## src/rtl/frac_pps_gen.sv

```systemverilog
// Multi-channel fractional-divide timing generator: one phase accumulator (NCO) per
// channel driving square-wave, PWM and wrap-pulse outputs, with runtime-writable incr/duty.

module frac_pps_lane #(
    parameter int unsigned       WIDTH    = 32,
    parameter logic [WIDTH-1:0]  RST_INCR = '0,
    parameter logic [WIDTH-1:0]  RST_DUTY = '0
) (
    input  logic             i_clk,
    input  logic             i_reset,
    input  logic             i_sync,
    input  logic             i_en,
    input  logic             i_wr_incr,
    input  logic             i_wr_duty,
    input  logic [WIDTH-1:0] i_wr_data,
    output logic             o_led,
    output logic             o_pwm,
    output logic             o_pps
);
    logic [WIDTH-1:0] phase_q, phase_d;
    logic [WIDTH-1:0] incr_q,  incr_d;
    logic [WIDTH-1:0] duty_q,  duty_d;
    logic             pps_q,   pps_d;
    logic [WIDTH:0]   sum;

    assign sum = {1'b0, phase_q} + {1'b0, incr_q};

    always_comb begin
        phase_d = phase_q;
        pps_d   = 1'b0;
        incr_d  = incr_q;
        duty_d  = duty_q;
        if (i_sync) begin
            phase_d = '0;
        end else if (i_en) begin
            {pps_d, phase_d} = sum;
        end
        // The accumulate above already used the old incr; the write lands for next edge.
        if (i_wr_incr) incr_d = i_wr_data;
        if (i_wr_duty) duty_d = i_wr_data;
    end

    always_ff @(posedge i_clk) begin
        if (i_reset) begin
            phase_q <= '0;
            incr_q  <= RST_INCR;
            duty_q  <= RST_DUTY;
            pps_q   <= 1'b0;
        end else begin
            phase_q <= phase_d;
            incr_q  <= incr_d;
            duty_q  <= duty_d;
            pps_q   <= pps_d;
        end
    end

    assign o_led = phase_q[WIDTH-1];
    assign o_pwm = (phase_q < duty_q);
    assign o_pps = pps_q;
endmodule

module frac_pps_gen #(
    parameter int unsigned     NCH          = 4,
    parameter int unsigned     CHW          = 2,
    parameter int unsigned     WIDTH        = 32,
    parameter longint unsigned DEFAULT_INCR = 358,
    parameter longint unsigned DEFAULT_DUTY = 64'd1 << (WIDTH - 1)
) (
    input  logic             i_clk,
    input  logic             i_reset,
    input  logic             i_wr,
    input  logic             i_wr_sel,
    input  logic [CHW-1:0]   i_wr_ch,
    input  logic [WIDTH-1:0] i_wr_data,
    input  logic             i_sync,
    input  logic [NCH-1:0]   i_en,
    output logic [NCH-1:0]   o_led,
    output logic [NCH-1:0]   o_pwm,
    output logic [NCH-1:0]   o_pps
);
    localparam logic [WIDTH-1:0] RST_INCR = WIDTH'(DEFAULT_INCR);
    localparam logic [WIDTH-1:0] RST_DUTY = WIDTH'(DEFAULT_DUTY);

    // Out-of-range channel indices match no lane, so those writes simply vanish.
    for (genvar c = 0; c < NCH; c++) begin : g_ch
        logic hit;
        assign hit = i_wr && (32'(i_wr_ch) == 32'(c));

        frac_pps_lane #(
            .WIDTH    (WIDTH),
            .RST_INCR (RST_INCR),
            .RST_DUTY (RST_DUTY)
        ) u_lane (
            .i_clk     (i_clk),
            .i_reset   (i_reset),
            .i_sync    (i_sync),
            .i_en      (i_en[c]),
            .i_wr_incr (hit & ~i_wr_sel),
            .i_wr_duty (hit &  i_wr_sel),
            .i_wr_data (i_wr_data),
            .o_led     (o_led[c]),
            .o_pwm     (o_pwm[c]),
            .o_pps     (o_pps[c])
        );
    end
endmodule

```

## config.mk

```make
export PLATFORM = sky130hd
export DESIGN_NAME = frac_pps_gen
export DESIGN_NICKNAME = d
export VERILOG_FILES = /design/src/rtl/frac_pps_gen.sv
export SDC_FILE = /design/constraint.sdc
export NUM_CORES = 1
export LEC_CHECK = 0
export BUFFER_PORTS_ARGS = -buffer_cell sky130_fd_sc_hd__buf_4
export CORE_ASPECT_RATIO = 0.75
export CORE_MARGIN = 4
export CORE_UTILIZATION = 60
export CTS_BUF_LIST = sky130_fd_sc_hd__clkbuf_4 sky130_fd_sc_hd__clkbuf_8
export CTS_CLUSTER_SIZE = 28
export DETAILED_ROUTE_END_ITERATION = 6
export GPL_TIMING_DRIVEN = 0
export PLACE_DENSITY_LB_ADDON = 0.3
export RECOVER_POWER = 25
export SYNTH_ARGS = -nofsm -noshare
export SYNTH_HDL_FRONTEND = slang
export SYNTH_SLANG_ARGS = --single-unit
```

## constraint.sdc

```tcl
create_clock -name i_clk -period 3.5 [get_ports i_clk]
set_input_delay 0.7 -clock i_clk [delete_from_list [all_inputs] [get_ports i_clk]]
set_output_delay 0.7 -clock i_clk [all_outputs]
set_load 0.01 [all_outputs]
```

# --- Yosys cells after proc, flatten, opt, wreduce, memory -nomap -nowiden ---
# Index checks and enable logic that the tools add are counted.
op_classes:
  add_sub_neg: 4
  n_bitwise: 13
  div_mod_pow: 0
  n_mux: 0
  n_reduce_logical: 10
  mul: 0
  order_cmp: 4
  shift: 0
  n_eq_ne: 3
ops:
  columns: ["op", "n"]
  rows:
  - ["adder 32 x 32 -> 33 bit", 4]
  - ["< comparator 32 bit", 4]
  - ["OR reduction 3 bit", 4]
  - ["bitwise AND 1 bit", 8]
  - ["NOT 1 bit", 5]
  - ["== test 2 bit (second input constant)", 2]
  - ["logical AND 1 bit", 4]
  - ["== test 2 x 1 -> 1 bit (second input constant)", 1]
  - ["logical NOT 2 bit", 1]
  - ["OR reduction 2 bit", 1]
word_totals:
  mem_count: 0
  word_cells: 50
  latch_bits: 0
  reg_bits: 388
  out_inout_bits: 12
  ram_bits: 0
  mem_bits_ro: 0
  in_bits: 43

# --- Depth between registers and ports, before layout ---
depth:
  word_depth: 3
  depth_mapped: 12
  ltp_nobuf: 11

# --- Hierarchy ---
# From an unflattened synthesis, not the netlist that was laid out.
hier_totals:
  cells_unflattened: 2851
  hier_area_um2: 24111.9
modules_own_cells:
  columns: ["mod", "cells_per_inst", "seq_area_each_um2", "n_inst", "area_per_inst_um2"]
  rows:
  - ["frac_pps_lane at g_ch[1].u_lane ...", 712, 1941.9, 3, 6013.3]
  - ["frac_pps_lane at g_ch[0].u_lane", 707, 1941.9, 1, 5975.7]
  - ["frac_pps_gen", 8, 0.0, 1, 96.3]

# --- Worst setup path after synthesis ---
# Ideal clock, no wire load.
synth_path:
  path_kind: "flip-flop to output port"
  startpoint: "register g_ch[1].u_lane.duty_q[17]"
  endpoint: "output o_pwm[1]"
  path_stages_with_launch: 13
  path_buffers: 1
  path_slack_ns: 0.604
  arrival_time_ns: 2.196
  required_ns: 2.800
  path_cell_list: "dfxtp_1 -> inv_1 -> ha_1 -> a21o_1 -> a21o_1 -> a21o_1 -> a21o_1 -> a21o_1 -> a21o_1 -> a21oi_1 -> o31ai_1 -> a221oi_1 -> buf_4"
synth_via:
  elab_chain_cells: 1
synth_lines:
  columns: ["item", "line_no", "rtl"]
  rows:
  - ["from (decl)", "22", "logic [WIDTH-1:0] duty_q, duty_d;"]
  - ["from (signal assigned)", "52", "duty_q <= duty_d;"]
  - ["< comparator 32 bit", "58", "assign o_pwm = (phase_q < duty_q);"]
  - ["to (decl)", "78", "output logic [NCH-1:0] o_pwm,"]
# Every way passes these cells.

# --- Worst setup path after layout ---
layout_path:
  startpoint: "register g_ch[1].u_lane.phase_q[17]"
  endpoint: "output o_pwm[1]"
layout_via:
  elab_chain_cells: 1
layout_lines:
  columns: ["item", "line_no", "rtl"]
  rows:
  - ["from (decl)", "20", "logic [WIDTH-1:0] phase_q, phase_d;"]
  - ["from (signal assigned)", "50", "phase_q <= phase_d;"]
  - ["< comparator 32 bit", "58", null]
# Every way passes these cells.

==> flow_summary.yaml <==
run_status:
  status: "finished with violations"
  violations: "negative setup slack"
floorplanning:
  start_util_pct: 60.9
  pin_count: 55
  dieArea_sq_mm: 0.0422
  coreArea_sq_mm: 0.0383
  dieHeight_microns: 179
  rows: 62
  die_width_microns: 236
place:
  numPortBuffers: 16
  dpl-instance-area_sq_mm: 0.0241
  place.gp.congestion: 0.948
  hpwl_microns: 53400
clock_network:
  cts_made_buffers: 66
  clk_pin_slew_worst_paths_ps: 60
  cts_root_buf: "clkbuf_8"
  h-tree-depth: 3
  cts_tree: "done"
  cts_max_path_buffers: 3
  insertion_delay_ps: 650
  holdBufCountCts: 0
  cts_sinks: 388
global_route:
  grt_first_pass_wirelength_microns: 114000
  antenna_found_initial: 1
  grt_pass1_vias: 20900
  grt-ovfl-total: 0
  grt_max_degree: 11
  grtUsageTotal_pct: 33.8
power:
  power_density_mw_per_mm2: 390
  ir_drop_mv: 0.296
  leakage_nw: 11.1
route:
  drt_wl_total_microns: 73400
  wl_per_cell_microns: 20.2
  vias_per_cell: 6.15
  ant_nets: 0
  drcViolationCount: 0
  first_pass_iters: 6
  vias: 22300
  drt_first_iter_violations: 2533
logic_synthesis:
  synth_ff_type: "dfxtp_1"
  yosysMostFrequentCell: "nand2_1"
  ys_ff_latch: 388
  synth_edf_count: 0
  syn_area_per_cell_sq_um: 7.84
  ys_top_cells_by_area: "dfxtp_1, ha_1, nand2_1, a21oi_1, mux2i_1"
  async_reset_ff_share_pct: 0
  netlist_top_cells_count: "nand2_1, a21oi_1, dfxtp_1, ha_1, nor2_1"
  ys_warn_count: 0
  netlist_area_sq_mm: 0.0233
  yosysSeqAreaShare_pct: 33.3
  syn-num-nets: 3276
  synthCells: 2977
  synth_top_area_cell: "dfxtp_1"
  yosysUniqueCellTypes: 75
  synth_top_area_share_pct: 33.3
critical_path:
  startpoint_type: "flip-flop"
  timing.rr.start: "g_ch[2].u_lane.incr_q[0]$_SDFFE_PP0P_"
  endpoint_kind: "output pin"
  arrival_ps: 3130
  cp.required_ps: 2800
  worst-path-max-fanout: 2
  startpoint: "g_ch[1].u_lane.phase_q[17]$_SDFFE_PP0P_"
  crit_type: "flip-flop to output pin"
sta:
  setup_violations: 4
  tightest_slew_ps: 1120
  rsz0062_at_grt: "yes"
  finalHoldViolCount: 0
  skew_ps: 41.0
  maxSlewHeadroom_pct: 25.2
  timing.final.crit_period_ps: 3830
  fmax_mhz: 261
  finalWorstSetupSlack_ps: -326
  tns_ps: -698
  period_share_pct: 109
  slew_violations: 0
finish:
  layout.nets: 3363
  syn_to_final_growth_pct: 10.6
  fillers: 3188
  finish.instance_area_sq_mm: 0.0258
  drive_above_1_share_pct: 8.47
min_path:
  min-delay-start: "g_ch[1].u_lane.duty_q[2]$_SDFFE_PP0P_"
  hp-class: "flip-flop to flip-flop"
run:
  drv_cap: 0
## path summary, 6_finish.rpt
path | endpoint | depth (start not counted) | slack, ps
setup / recovery | o_pwm[1] | 12 | -330
hold / removal | g_ch[1].u_lane.duty_q[2]$_SDFFE_PP0P_ | 2 | 460
setup reg to reg | g_ch[2].u_lane.o_pps$_SDFF_PP0_ | 11 | 120
hold reg to reg | g_ch[1].u_lane.duty_q[2]$_SDFFE_PP0P_ | 2 | 460
## area by class of cell
cell class              count  area [sq um]  area share [%]
well taps                 512           641            2.48
plain buffers             186           796            3.08
clock buffers             107          1310            5.07
flip-flops and latches    388          7790            30.2
repair buffers             21           161           0.625
inverters                 145           544            2.11
multi-input cells        2256         14500            56.0
clock inverters            13           105           0.407
diodes                      2          5.00          0.0194
## where the power goes
group	internal [mW]	switching (mW)
clock	2.40	1.99
combinational	0.389	0.728
sequential	4.51	0.0730
## stage by stage
stage	util [%]	instances	setup slack [ps]	power, mW	hold WS [ps]
finish	67.4	3630	-326	10.1	456
global route	67.4	3629	-384	10.4	458
CTS	67.2	3628	-326	10.1	411
detailed placement	62.9	3505	-251	5.69	446
global placement	62.9	3505	-206	5.65	443
floorplan	-	2977	604	5.34	436
## cells by family (layout without fill, tap and decap cells)
| logic type | count (synthesis) | after routing | synth area share (%) |
|---|---|---|---|
| muxes | 86 | 86 | 3.69 |
| DFF | 388 | 388 | 33.3 |
| adders and majority gates | 256 | 256 | 13.9 |
| AOI/OAI and AO/OA | 772 | 772 | 20.1 |
| buffers and inverters | 333 | 472 | 5.80 |
| xor gates and xnor gates | 94 | 94 | 3.53 |
| other | 0 | 2 | 0 |
| and+or+nand+nor | 1048 | 1048 | 19.7 |
## cell usage in the layout (no fill, tap or decap), types with 8 or more instances in the layout
cell,instances
clkbuf_2,34
buf_1,15
a21oi_1,384
nand4_1,41
or3_1,11
buf_4,30
a211o_1,8
nor3b_1,8
ha_1,245
nor3_1,25
inv_1,141
a31oi_1,14
o21a_1,15
a21o_1,112
xor2_1,37
a211oi_1,32
dfxtp_2,12
o21ai_0,78
nand2_1,611
dfxtp_1,373
o21ai_1,12
xnor2_1,57
o21bai_1,19
and3_1,14
clkbuf_1,125
nor2_1,174
clkbuf_4,26
nand3_1,43
nor2b_1,26
nand2b_1,24
a21oi_2,8
o211ai_1,11
nand3b_1,39
mux2i_1,85
clkbuf_8,82
## per-layer routing
metal  vias up  global-route usage, %  share of wire (%)
met5         -                      0                  0
met4         0                   13.5                4.4
met3       187                   6.17                 11
met2      1136                   50.8                 41
met1     10500                   48.3                 43
li1      10500                      -                  -
## critical path: stages, from the launching register on
cell	delay [ps]
dfxtp_4	360
ha_4	240
a21o_1	180
a21o_1	160
a21o_1	160
a21o_1	150
a21o_1	180
a21o_1	170
a21oi_2	170
o31ai_4	120
a221oi_2	330
buf_4	170
buf_6	90
## what timing repair did
action,4_1_cts,5_1_grt
gates resized for setup,57,17
setup buffers,5,0
endpoints found under the hold margin,0,0
pin swaps,40,12
endpoints found under the setup margin,6,8
## flip-flops by register name, indices dropped and copies added, names as in the netlist
name and flops:
g_ch.u_lane.duty_q 128, g_ch.u_lane.incr_q 128, g_ch.u_lane.phase_q 128, g_ch.u_lane.o_pps 4
Power figures use the tool's default switching activity.
